===== src/rtl/tag_rx_phase_sched_pkg.sv =====
// Shared constants for the tag receiver phase scheduler: register map,
// FSM encoding and power-on configuration values.
package tag_rx_phase_sched_pkg;

    localparam int SAMP_WIDTH = 16;

    localparam int OFF_NSIG         = 0;
    localparam int OFF_NSYMB        = 1;
    localparam int OFF_DPH_INC      = 2;
    localparam int OFF_START_PH_INC = 3;
    localparam int OFF_START_PH     = 4;
    localparam int OFF_NFRAMES      = 5;

    localparam int DEF_NSIG  = 1;
    localparam int DEF_NSYMB = 1;

    typedef enum logic [1:0] {
        ST_IDLE     = 2'd0,
        ST_RUN      = 2'd1,
        ST_STOPPING = 2'd2
    } sched_state_t;

endpackage


===== src/rtl/tag_rx_phase_sched_if.sv =====
// AXI-Stream style phase port between the scheduler and the DDS tune path.
interface tag_rx_phase_sched_if #(
    parameter int PHASE_WIDTH = 24
) ();
    logic [PHASE_WIDTH-1:0] tdata;
    logic                   tvalid;
    logic                   tlast;
    logic                   tready;

    modport master (output tdata, output tvalid, output tlast, input tready);
    modport slave  (input tdata, input tvalid, input tlast, output tready);
endinterface


===== src/rtl/tag_rx_phase_sched_regs.sv =====
// Settings-bus register bank; the live copy is writable at any time and the
// active copy is captured only when a run is accepted.
module tag_rx_sched_regs
    import tag_rx_phase_sched_pkg::*;
#(
    parameter int PHASE_WIDTH  = 24,
    parameter int NSYMB_WIDTH  = 16,
    parameter int NFRAME_WIDTH = 16,
    parameter int SR_AWIDTH    = 8,
    parameter int SR_BASE      = 0
) (
    input  logic                    clk,
    input  logic                    reset,
    input  logic                    set_stb,
    input  logic [SR_AWIDTH-1:0]    set_addr,
    input  logic [31:0]             set_data,
    input  logic                    latch,
    output logic [SAMP_WIDTH-1:0]   live_nsig,
    output logic [NSYMB_WIDTH-1:0]  live_nsymb,
    output logic [PHASE_WIDTH-1:0]  live_start_ph_inc,
    output logic [PHASE_WIDTH-1:0]  live_start_ph,
    output logic [NFRAME_WIDTH-1:0] live_nframes,
    output logic [SAMP_WIDTH-1:0]   act_nsig,
    output logic [NSYMB_WIDTH-1:0]  act_nsymb,
    output logic [PHASE_WIDTH-1:0]  act_dph_inc,
    output logic [PHASE_WIDTH-1:0]  act_start_ph_inc,
    output logic [PHASE_WIDTH-1:0]  act_start_ph,
    output logic [NFRAME_WIDTH-1:0] act_nframes
);

    logic [PHASE_WIDTH-1:0] live_dph_inc;
    wire unused_set_data = &{1'b0, set_data};

    function automatic logic hit(input int off);
        return set_stb && (set_addr == SR_AWIDTH'(SR_BASE + off));
    endfunction

    always_ff @(posedge clk) begin
        if (reset) begin
            live_nsig         <= SAMP_WIDTH'(DEF_NSIG);
            live_nsymb        <= NSYMB_WIDTH'(DEF_NSYMB);
            live_dph_inc      <= '0;
            live_start_ph_inc <= '0;
            live_start_ph     <= '0;
            live_nframes      <= '0;
        end else begin
            if (hit(OFF_NSIG))         live_nsig         <= set_data[SAMP_WIDTH-1:0];
            if (hit(OFF_NSYMB))        live_nsymb        <= set_data[NSYMB_WIDTH-1:0];
            if (hit(OFF_DPH_INC))      live_dph_inc      <= set_data[PHASE_WIDTH-1:0];
            if (hit(OFF_START_PH_INC)) live_start_ph_inc <= set_data[PHASE_WIDTH-1:0];
            if (hit(OFF_START_PH))     live_start_ph     <= set_data[PHASE_WIDTH-1:0];
            if (hit(OFF_NFRAMES))      live_nframes      <= set_data[NFRAME_WIDTH-1:0];
        end
    end

    always_ff @(posedge clk) begin
        if (reset) begin
            act_nsig         <= SAMP_WIDTH'(DEF_NSIG);
            act_nsymb        <= NSYMB_WIDTH'(DEF_NSYMB);
            act_dph_inc      <= '0;
            act_start_ph_inc <= '0;
            act_start_ph     <= '0;
            act_nframes      <= '0;
        end else if (latch) begin
            act_nsig         <= live_nsig;
            act_nsymb        <= live_nsymb;
            act_dph_inc      <= live_dph_inc;
            act_start_ph_inc <= live_start_ph_inc;
            act_start_ph     <= live_start_ph;
            act_nframes      <= live_nframes;
        end
    end

endmodule


===== src/rtl/tag_rx_phase_sched.sv =====
// Phase-sequence scheduler for the tag receiver DDS tune path.
//   state    | meaning
//   IDLE     | no stream; waits for start with a valid configuration
//   RUN      | streaming phase beats, frames repeat until count or stop
//   STOPPING | finishing the current symbol, then back to IDLE
module tag_rx_phase_sched
    import tag_rx_phase_sched_pkg::*;
#(
    parameter int PHASE_WIDTH  = 24,
    parameter int NSYMB_WIDTH  = 16,
    parameter int NFRAME_WIDTH = 16,
    parameter int RX_SYNC_BITS = 4,
    parameter int SR_AWIDTH    = 8,
    parameter int SR_BASE      = 0
) (
    input  logic                   clk,
    input  logic                   reset,
    input  logic                   set_stb,
    input  logic [SR_AWIDTH-1:0]   set_addr,
    input  logic [31:0]            set_data,
    input  logic                   start,
    input  logic                   stop,
    tag_rx_phase_sched_if.master   phase,
    output logic                   busy,
    output logic [NSYMB_WIDTH-1:0] symb_idx,
    output logic                   frame_done,
    output logic                   sync_ready,
    output logic                   cfg_err
);

    logic [SAMP_WIDTH-1:0]   live_nsig, act_nsig;
    logic [NSYMB_WIDTH-1:0]  live_nsymb, act_nsymb;
    logic [PHASE_WIDTH-1:0]  live_start_ph_inc, live_start_ph;
    logic [PHASE_WIDTH-1:0]  act_dph_inc, act_start_ph_inc, act_start_ph;
    logic [NFRAME_WIDTH-1:0] live_nframes, act_nframes;

    sched_state_t            state_q, state_nxt;
    logic [PHASE_WIDTH-1:0]  phase_q, inc_q;
    logic [SAMP_WIDTH-1:0]   samp_left_q;
    logic [NSYMB_WIDTH-1:0]  symb_q;
    logic [NFRAME_WIDTH-1:0] frames_left_q;
    logic [RX_SYNC_BITS-1:0] sync_cnt_q;
    logic                    frame_done_q, cfg_err_q;
    logic                    run_act, hs, symb_end, frame_end, last_frame;
    logic                    cfg_bad, start_ok;

    tag_rx_sched_regs #(
        .PHASE_WIDTH (PHASE_WIDTH),
        .NSYMB_WIDTH (NSYMB_WIDTH),
        .NFRAME_WIDTH(NFRAME_WIDTH),
        .SR_AWIDTH   (SR_AWIDTH),
        .SR_BASE     (SR_BASE)
    ) u_regs (
        .clk              (clk),
        .reset            (reset),
        .set_stb          (set_stb),
        .set_addr         (set_addr),
        .set_data         (set_data),
        .latch            (start_ok),
        .live_nsig        (live_nsig),
        .live_nsymb       (live_nsymb),
        .live_start_ph_inc(live_start_ph_inc),
        .live_start_ph    (live_start_ph),
        .live_nframes     (live_nframes),
        .act_nsig         (act_nsig),
        .act_nsymb        (act_nsymb),
        .act_dph_inc      (act_dph_inc),
        .act_start_ph_inc (act_start_ph_inc),
        .act_start_ph     (act_start_ph),
        .act_nframes      (act_nframes)
    );

    // samp_left_q counts down to zero at the symbol's last beat
    assign run_act    = (state_q != ST_IDLE);
    assign hs         = run_act && phase.tready;
    assign symb_end   = (samp_left_q == '0);
    assign frame_end  = symb_end && (symb_q >= act_nsymb);
    assign last_frame = (act_nframes != '0) && (frames_left_q == NFRAME_WIDTH'(1));
    assign cfg_bad    = (live_nsig == '0) || (live_nsymb == '0);
    assign start_ok   = (state_q == ST_IDLE) && start && !cfg_bad;

    always_ff @(posedge clk) begin
        if (reset) state_q <= ST_IDLE;
        else       state_q <= state_nxt;
    end

    always_comb begin
        state_nxt = state_q;
        case (state_q)
            ST_IDLE:     if (start_ok) state_nxt = ST_RUN;
            ST_RUN: begin
                if (hs && symb_end && (stop || (frame_end && last_frame)))
                    state_nxt = ST_IDLE;
                else if (stop)
                    state_nxt = ST_STOPPING;
            end
            ST_STOPPING: if (hs && symb_end) state_nxt = ST_IDLE;
            default:     state_nxt = ST_IDLE;
        endcase
    end

    always_comb begin
        phase.tvalid = 1'b0;
        phase.tdata  = '0;
        phase.tlast  = 1'b0;
        busy         = 1'b0;
        if (run_act) begin
            phase.tvalid = 1'b1;
            phase.tdata  = phase_q;
            phase.tlast  = symb_end;
            busy         = 1'b1;
        end
    end

    always_ff @(posedge clk) begin
        if (reset) begin
            phase_q       <= '0;
            inc_q         <= '0;
            samp_left_q   <= '0;
            symb_q        <= '0;
            frames_left_q <= '0;
            sync_cnt_q    <= '0;
            frame_done_q  <= 1'b0;
            cfg_err_q     <= 1'b0;
        end else begin
            frame_done_q <= 1'b0;
            cfg_err_q    <= 1'b0;
            if (state_q == ST_IDLE) begin
                if (start && cfg_bad) begin
                    cfg_err_q <= 1'b1;
                end else if (start) begin
                    phase_q       <= live_start_ph;
                    inc_q         <= live_start_ph_inc;
                    samp_left_q   <= live_nsig - SAMP_WIDTH'(1);
                    symb_q        <= NSYMB_WIDTH'(1);
                    frames_left_q <= live_nframes;
                    sync_cnt_q    <= '0;
                end
            end else if (hs) begin
                if (!symb_end) begin
                    phase_q     <= phase_q + inc_q;
                    samp_left_q <= samp_left_q - SAMP_WIDTH'(1);
                end else begin
                    phase_q     <= act_start_ph;
                    samp_left_q <= act_nsig - SAMP_WIDTH'(1);
                    if (!frame_end) begin
                        inc_q <= inc_q + act_dph_inc;
                        if (state_nxt != ST_IDLE) symb_q <= symb_q + NSYMB_WIDTH'(1);
                    end else begin
                        inc_q        <= act_start_ph_inc;
                        frame_done_q <= 1'b1;
                        if (state_nxt != ST_IDLE) symb_q <= NSYMB_WIDTH'(1);
                        if (~&sync_cnt_q) sync_cnt_q <= sync_cnt_q + RX_SYNC_BITS'(1);
                        if (frames_left_q != '0) frames_left_q <= frames_left_q - NFRAME_WIDTH'(1);
                    end
                end
            end
        end
    end

    // symb_idx keeps the last streamed symbol once the run has ended
    assign symb_idx   = symb_q;
    assign frame_done = frame_done_q;
    assign cfg_err    = cfg_err_q;
    assign sync_ready = &sync_cnt_q;

endmodule


===== src/flat_wrapper.sv =====
// flat-port wrapper written by rule: the top's interface ports become plain ports
module tag_rx_phase_sched_flat import tag_rx_phase_sched_pkg::*;
#(
    parameter int PHASE_WIDTH  = 24,
    parameter int NSYMB_WIDTH  = 16,
    parameter int NFRAME_WIDTH = 16,
    parameter int RX_SYNC_BITS = 4,
    parameter int SR_AWIDTH    = 8,
    parameter int SR_BASE      = 0
)
  (clk, reset, set_stb, set_addr, set_data, start, stop, busy, symb_idx, frame_done, sync_ready, cfg_err, phase_tdata, phase_tvalid, phase_tlast, phase_tready);
  tag_rx_phase_sched_if #(.PHASE_WIDTH(PHASE_WIDTH)) phase_i ();
  input  logic clk;
  input  logic reset;
  input  logic set_stb;
  input  logic [SR_AWIDTH-1:0] set_addr;
  input  logic [31:0] set_data;
  input  logic start;
  input  logic stop;
  output logic busy;
  output logic [NSYMB_WIDTH-1:0] symb_idx;
  output logic frame_done;
  output logic sync_ready;
  output logic cfg_err;
  output wire logic [$bits(phase_i.tdata)-1:0] phase_tdata;
  output wire logic [$bits(phase_i.tvalid)-1:0] phase_tvalid;
  output wire logic [$bits(phase_i.tlast)-1:0] phase_tlast;
  input wire logic [$bits(phase_i.tready)-1:0] phase_tready;
  assign phase_tdata = phase_i.tdata;
  assign phase_tvalid = phase_i.tvalid;
  assign phase_tlast = phase_i.tlast;
  assign phase_i.tready = phase_tready;
  tag_rx_phase_sched #(.PHASE_WIDTH(PHASE_WIDTH), .NSYMB_WIDTH(NSYMB_WIDTH), .NFRAME_WIDTH(NFRAME_WIDTH), .RX_SYNC_BITS(RX_SYNC_BITS), .SR_AWIDTH(SR_AWIDTH), .SR_BASE(SR_BASE)) u_core (.clk(clk), .reset(reset), .set_stb(set_stb), .set_addr(set_addr), .set_data(set_data), .start(start), .stop(stop), .phase(phase_i), .busy(busy), .symb_idx(symb_idx), .frame_done(frame_done), .sync_ready(sync_ready), .cfg_err(cfg_err));
endmodule

===== config.mk =====
export PLATFORM = sky130hd
export DESIGN_NAME = tag_rx_phase_sched_flat
export DESIGN_NICKNAME = d
export VERILOG_FILES = /design/src/rtl/tag_rx_phase_sched_pkg.sv /design/src/rtl/tag_rx_phase_sched_if.sv /design/src/rtl/tag_rx_phase_sched_regs.sv /design/src/rtl/tag_rx_phase_sched.sv /design/src/flat_wrapper.sv
export SDC_FILE = /design/constraint.sdc
export NUM_CORES = 1
export LEC_CHECK = 0
export BUFFER_PORTS_ARGS = -buffer_cell sky130_fd_sc_hd__buf_2
export CORE_MARGIN = 2
export CORE_UTILIZATION = 60
export DETAILED_ROUTE_END_ITERATION = 7
export GPL_TIMING_DRIVEN = 0
export HOLD_SLACK_MARGIN = 0.12
export PLACE_DENSITY_LB_ADDON = 0.25
export SLEW_MARGIN = 10
export SYNTH_ARGS = -nofsm -noshare
export SYNTH_HDL_FRONTEND = slang
export SYNTH_SLANG_ARGS = --single-unit

===== constraint.sdc =====
create_clock -name clk -period 6.3 [get_ports clk]
set_input_delay 0.63 -clock clk [delete_from_list [all_inputs] [get_ports clk]]
set_output_delay 0.63 -clock clk [all_outputs]
set_load 0.005 [all_outputs]

==> Word-level counts from Yosys, hierarchy flattened <==
Cells that the tools add are included.
Widths: inputs -> output; s select.
{ "classes": {"n_bitwise": 3, "n_eq_ne": 11, "n_reduce_logical": 40, "muxes": 48, "n_lt_le_gt_ge": 1, "addsub": 8} }
{ "op_table": {"columns": ["op", "n"], "rows": [
  ["$mux 16", 20],
  ["$mux 24", 12],
  ["$sub 16x1->16 const B", 4],
  ["$add 24x24->24", 2],
  ["$logic_not 16->1", 3],
  ["$reduce_bool 16->1", 2],
  ["$mux 4", 7],
  ["$add 16x1->16 const B", 1],
  ["$eq 16x1->1 const B", 1],
  ["$eq 8x2->1 const B", 2],
  ["$eq 8x3->1 const B", 2],
  ["$ge 16x16->1", 1],
  ["$logic_and 1x1->1", 15],
  ["$reduce_bool 2->1", 7],
  ["$reduce_and 6->1", 2],
  ["$eq 8x1->1 const B", 1],
  ["$logic_not 8->1", 1],
  ["$mux 2", 4],
  ["$reduce_and 4->1", 2],
  ["$pmux 2 s3", 1],
  ["$reduce_and 5->1", 1],
  ["$add 4x1->4 const B", 1],
  ["$mux 1", 4],
  ["$ne 2x2->1 const B", 2],
  ["10 further kinds", 13]
]} }
{ "word_totals": {"inputBits": 46, "output_inout_bits": 46, "ff_bits": 344} }

==> Longest topological paths before layout <==
{ "logic_depth": {"ltp_word": 13, "mapped_depth": 12} }

==> By module <==
From an unflattened synthesis, not the netlist that was laid out.
{ "unflattened": {"cells_unflattened": 1959, "area_unflattened_um2": 17508.0} }
{ "by_module_without_submodules": {"columns": ["mod", "area_per_inst_um2", "instances", "cells_per_inst"], "rows": [
  ["tag_rx_sched_regs", 8923.6, 1, 814],
  ["tag_rx_phase_sched", 8584.5, 1, 1145]
]} }

==> Worst setup path before layout <==
No wires, ideal clock.
{ "synth_timing": {"path_kind": "flip-flop to flip-flop", "startpoint": "register u_core.inc_q[7]", "endpoint": "register u_core.phase_q[22]", "t_arrival_ns": 2.502, "n_path_buf": 0, "setup_slack_ns": 3.697, "required_time_ns": 6.199, "period_less_slack_ns": 2.603, "setup_time_ns": 0.101, "path_stages_with_launch": 9, "cell_sequence": "dfxtp_1 ha_1 a2111oi_0 a21o_1 o211ai_2 a221o_1 a41oi_1 mux2_2 o41ai_1"} }
{ "synth_between": {"elab_chain_cells": 4} }
{ "synth_rtl": {"columns": ["item", "line", "source"], "rows": [
  ["start: declaration", "tag_rx_phase_sched.sv:38", "logic [PHASE_WIDTH-1:0] phase_q, inc_q;"],
  ["start signal: assignment", "tag_rx_phase_sched.sv:133", "inc_q <= live_start_ph_inc;"],
  ["start signal: assignment", "tag_rx_phase_sched.sv:147", "inc_q <= inc_q + act_dph_inc;"],
  ["start signal: assignment", "tag_rx_phase_sched.sv:150", "inc_q <= act_start_ph_inc;"],
  ["$add 24x24->24", "tag_rx_phase_sched.sv:141", "phase_q <= phase_q + inc_q;"],
  ["$mux 24", "tag_rx_phase_sched.sv:140", "if (!symb_end) begin"],
  ["$mux 24", "tag_rx_phase_sched.sv:139", "end else if (hs) begin"],
  ["$mux 24", "tag_rx_phase_sched.sv:128", "if (state_q == ST_IDLE) begin"],
  ["end signal: assignment", "tag_rx_phase_sched.sv:132", "phase_q <= live_start_ph;"],
  ["end signal: assignment", "tag_rx_phase_sched.sv:141", null],
  ["end signal: assignment", "tag_rx_phase_sched.sv:144", "phase_q <= act_start_ph;"],
  ["end: declaration", "tag_rx_phase_sched.sv:38", null]
]} }
No other way between the ends. The select of a mux whose other input is x is not followed.
A chain may end at the register's enable or synchronous reset.

==> Worst setup path in the final report <==
{ "layout_timing": {"startpoint": "register u_core.state_q[1]", "endpoint": "output phase_tdata[5]"} }
{ "layout_between": {"elab_chain_cells": 2} }
{ "layout_rtl": {"columns": ["item", "line", "source"], "rows": [
  ["start: declaration", "tag_rx_phase_sched.sv:37", "sched_state_t state_q, state_nxt;"],
  ["start signal: assignment", "tag_rx_phase_sched.sv:84", "else state_q <= state_nxt;"],
  ["$reduce_bool 2->1", "tag_rx_phase_sched.sv:74", "assign run_act = (state_q != ST_IDLE);"],
  ["$mux 24", "tag_rx_phase_sched.sv:107", "if (run_act) begin"],
  ["end: declaration", "flat_wrapper.sv:25", "output wire logic [$bits(phase_i.tdata)-1:0] phase_tdata;"]
]} }
No other way between the ends.

==> impl_metrics.ini <==
[logic_synthesis]
synthArstFlopShare_pct = 0
synth_edf_count = 0
synthFlopType = dfxtp_1
avgSynthCellArea_um2 = 7.83
ys_warn_count = 0
syn_nets = 2301
seq_area_frac_synth_pct = 40.2
syn_inst = 2186
synth_cell_types = 84
synth_seq_cells = 344
syn_area_um2 = 17100

[power]
intPower_w = 0.00386
p_sw_share_pct = 30.3
combPwrFrac_pct = 17.2
irDropWorstVdd_v = 0.000241
netSwitchingPower_w = 0.00168
p_leak_nw = 7.13
p_clk_share_pct = 41.2
pwr-share-seq_pct = 41.7
power-per-cell-area_nw_per_um2 = 288

[sta]
post-route-min-period_ns = 4.61
finClkSkew_ns = 0.0204
setup_viol = 0
worstMarginPinSlew_ns = 1.15
setup_tns_ns = 0
slew-limit-headroom_pct = 23.4
finalHoldViolCount = 0
setup_ws_ns = 1.69
fmax_mhz = 217
rsz0062_at_grt = no
timing.final.crit_share_pct = 73.1
maxSlewViolCount = 0

[worst_setup_path]
start_kind = register
rr_startpoint = u_core.u_regs.live_nsig[10]$_SDFFE_PP0P_
arrival_ns = 3.98
crit_start = u_core.state_q[1]$_SDFF_PP0_
worstSetupPathType = reg -> out
end_kind = primary output
required_ns = 5.67
path_max_fanout = 10

[clock_tree]
cts.clk_slew.worst_paths_ns = 0.06
insertion_delay_ns = 0.54
cts_max_path_buffers = 3
numCtsBuffers = 39
cts_setup_buffers = 0
cts_resized = 0
postCtsHoldBufs = 0
numClockSinks = 344
root_buffer = clkbuf_16
tritoncts = built
cts-htree-levels = 2

[route]
drt_iter0_markers = 2095
ant_nets = 0
post-route-drc-count = 0
firstDrtPassIters = 6
via_per_inst = 6.43
wl_um = 62500
vias = 17400
post_drt_wl_per_cell_um = 23.0

[min_path]
hp-start = set_data[20]
hold_path.class = in -> reg

[floorplanning]
die_y_um = 173
die_w_um = 173
core-area_um2 = 27900
start_util_pct = 61.3
io_pins = 92
rows = 61
die_area_um2 = 29900

[flow_run]
maxCapViolCount = 0

[global_routing]
grt_max_degree = 13
antenna_found_initial = 0
grt_usage_pct = 40.4
grt_pass1_wl_um = 93400
grt_remaining_overflow = 0
grt_pass1_vias = 16200

[placed_design]
post-place-ws_ns = 2.61
io_buffers = 82
dp_hpwl_um = 44600
place_congestion = 1.03

[final_layout]
antenna_cells = 0
area_growth_pct = 12.5
final_common_cell = nand2_1
nets = 2424
final_cell_mix = nand2_1 (523), dfxtp_1 (344), a21oi_1 (300)
drive_gt1_share_pct = 9.80

[status]
status = complete, no violations
## routing by layer
layer	routed length [um]	global-route usage [%]
met1	23900	52.9
met2	26300	60.0
met3	7480	8.60
met4	4760	27.5
met5	0	0
## cells by family (layout without fill, tap and decap cells)
kind of cell	count (synthesis)	count (layout)	synth area share (%)
and+or+nand+nor	913	913	24.0
AOI/OAI and AO/OA	578	578	20.6
DFF	344	344	40.2
buffers and inverters	177	328	4.25
adders and majority gates	69	69	5.13
muxes	57	57	3.35
xor gates and xnor gates	48	48	2.46
## registers in the layout, indices dropped and copies added, names as in the netlist, 24 cells and up
signal,count
u_core.inc_q,24
u_core.u_regs.live_start_ph,24
u_core.u_regs.act_start_ph,24
u_core.u_regs.act_start_ph_inc,24
u_core.u_regs.act_dph_inc,24
u_core.u_regs.live_dph_inc,24
u_core.phase_q,24
u_core.u_regs.live_start_ph_inc,24
## worst max-delay path, stage by stage, from the launching register on
cell	delay, ns
dfxtp_1	0.46
nor2_4	0.13
inv_2	0.12
buf_2	0.34
clkbuf_1	0.59
clkbuf_1	0.77
clkbuf_1	0.58
and2_1	0.30
buf_2	0.14
## area by class of cell
cell class / instances / area [um2]
Buffer: 138 / 581
Clock buffer: 57 / 1120
Clock inverter: 12 / 141
Fill cell: 2400 / 8670
Inverter: 39 / 146
Multi-Input combinational cell: 1665 / 9510
Sequential cell: 344 / 6890
Tap cell: 378 / 473
Timing Repair Buffer: 82 / 410
## stage by stage
stage / total power, W / hold slack (ns) / cells / utilization, % / area, um2
after floorplan: 0.00291 / 0.431 / 2186 / - / 17100
after global placement: 0.00324 / 0.437 / 2646 / 64.4 / 18000
after detailed placement: 0.00326 / 0.444 / 2646 / 64.4 / 18000
after CTS: 0.00549 / 0.379 / 2715 / 69.0 / 19300
after global routing: 0.00567 / 0.393 / 2715 / 69.0 / 19300
final: 0.00555 / 0.380 / 2715 / 69.0 / 19300
## final timing paths
kind	endpoint	slack, ns	cells after the start
hold / removal	u_core.u_regs.live_start_ph_inc[20]$_SDFFE_PP0P_	0.38	3
setup / recovery	phase_tdata[5]	1.69	8
setup reg to reg	u_core.u_regs.act_nsymb[5]$_SDFFE_PP0P_	2.52	8
hold reg to reg	u_core.u_regs.act_dph_inc[6]$_SDFFE_PP0P_	0.45	2
## cell usage after synthesis (all sizes together) (3+ instances only)
master,count,area share [%]
nand2,526,12
dfxtp,344,40
a21oi,301,8.8
nor2,156,3.5
clkbuf,99,2.2
o21ai,89,2.7
ha,67,4.9
mux2i,55,3.2
nor3,46,1.6
a211oi,45,2.1
buf,39,1.2
inv,39,0.86
nand3,32,0.96
xnor2,32,1.6
and2,30,1.1
nor4,25,1.3
nand4,19,0.78
or3,18,0.66
o211ai,16,0.73
xor2,16,0.82
and3,12,0.44
a2111oi,11,0.60
a311oi,11,0.60
a21o,10,0.44
a31o,10,0.51
o21a,10,0.44
o31ai,10,0.52
or2,10,0.37
a221oi,9,0.46
a31oi,8,0.29
nand3b,8,0.35
nor2b,8,0.29
o21bai,8,0.35
nand2b,7,0.26
o22ai,6,0.29
nor3b,5,0.29
o31a,5,0.26
a211o,4,0.20
or4,4,0.18
a21boi,3,0.13
a41oi,3,0.15
and4,3,0.17
o32ai,3,0.15
o41ai,3,0.15
## power groups by stage
| stage | clock network [W] | registers [W] | logic [W] |
|---|---|---|---|
| 2_1_floorplan | 0 | 0.00232 | 0.000586 |
| 3_3_place_gp | 0 | 0.00235 | 0.000886 |
| 3_5_place_dp | 0 | 0.00235 | 0.000902 |
| 4_1_cts | 0.00227 | 0.00231 | 0.000909 |
| 5_1_grt | 0.00235 | 0.00231 | 0.00100 |
| 6_report | 0.00228 | 0.00231 | 0.000952 |
(Power assumes the default switching activity.)
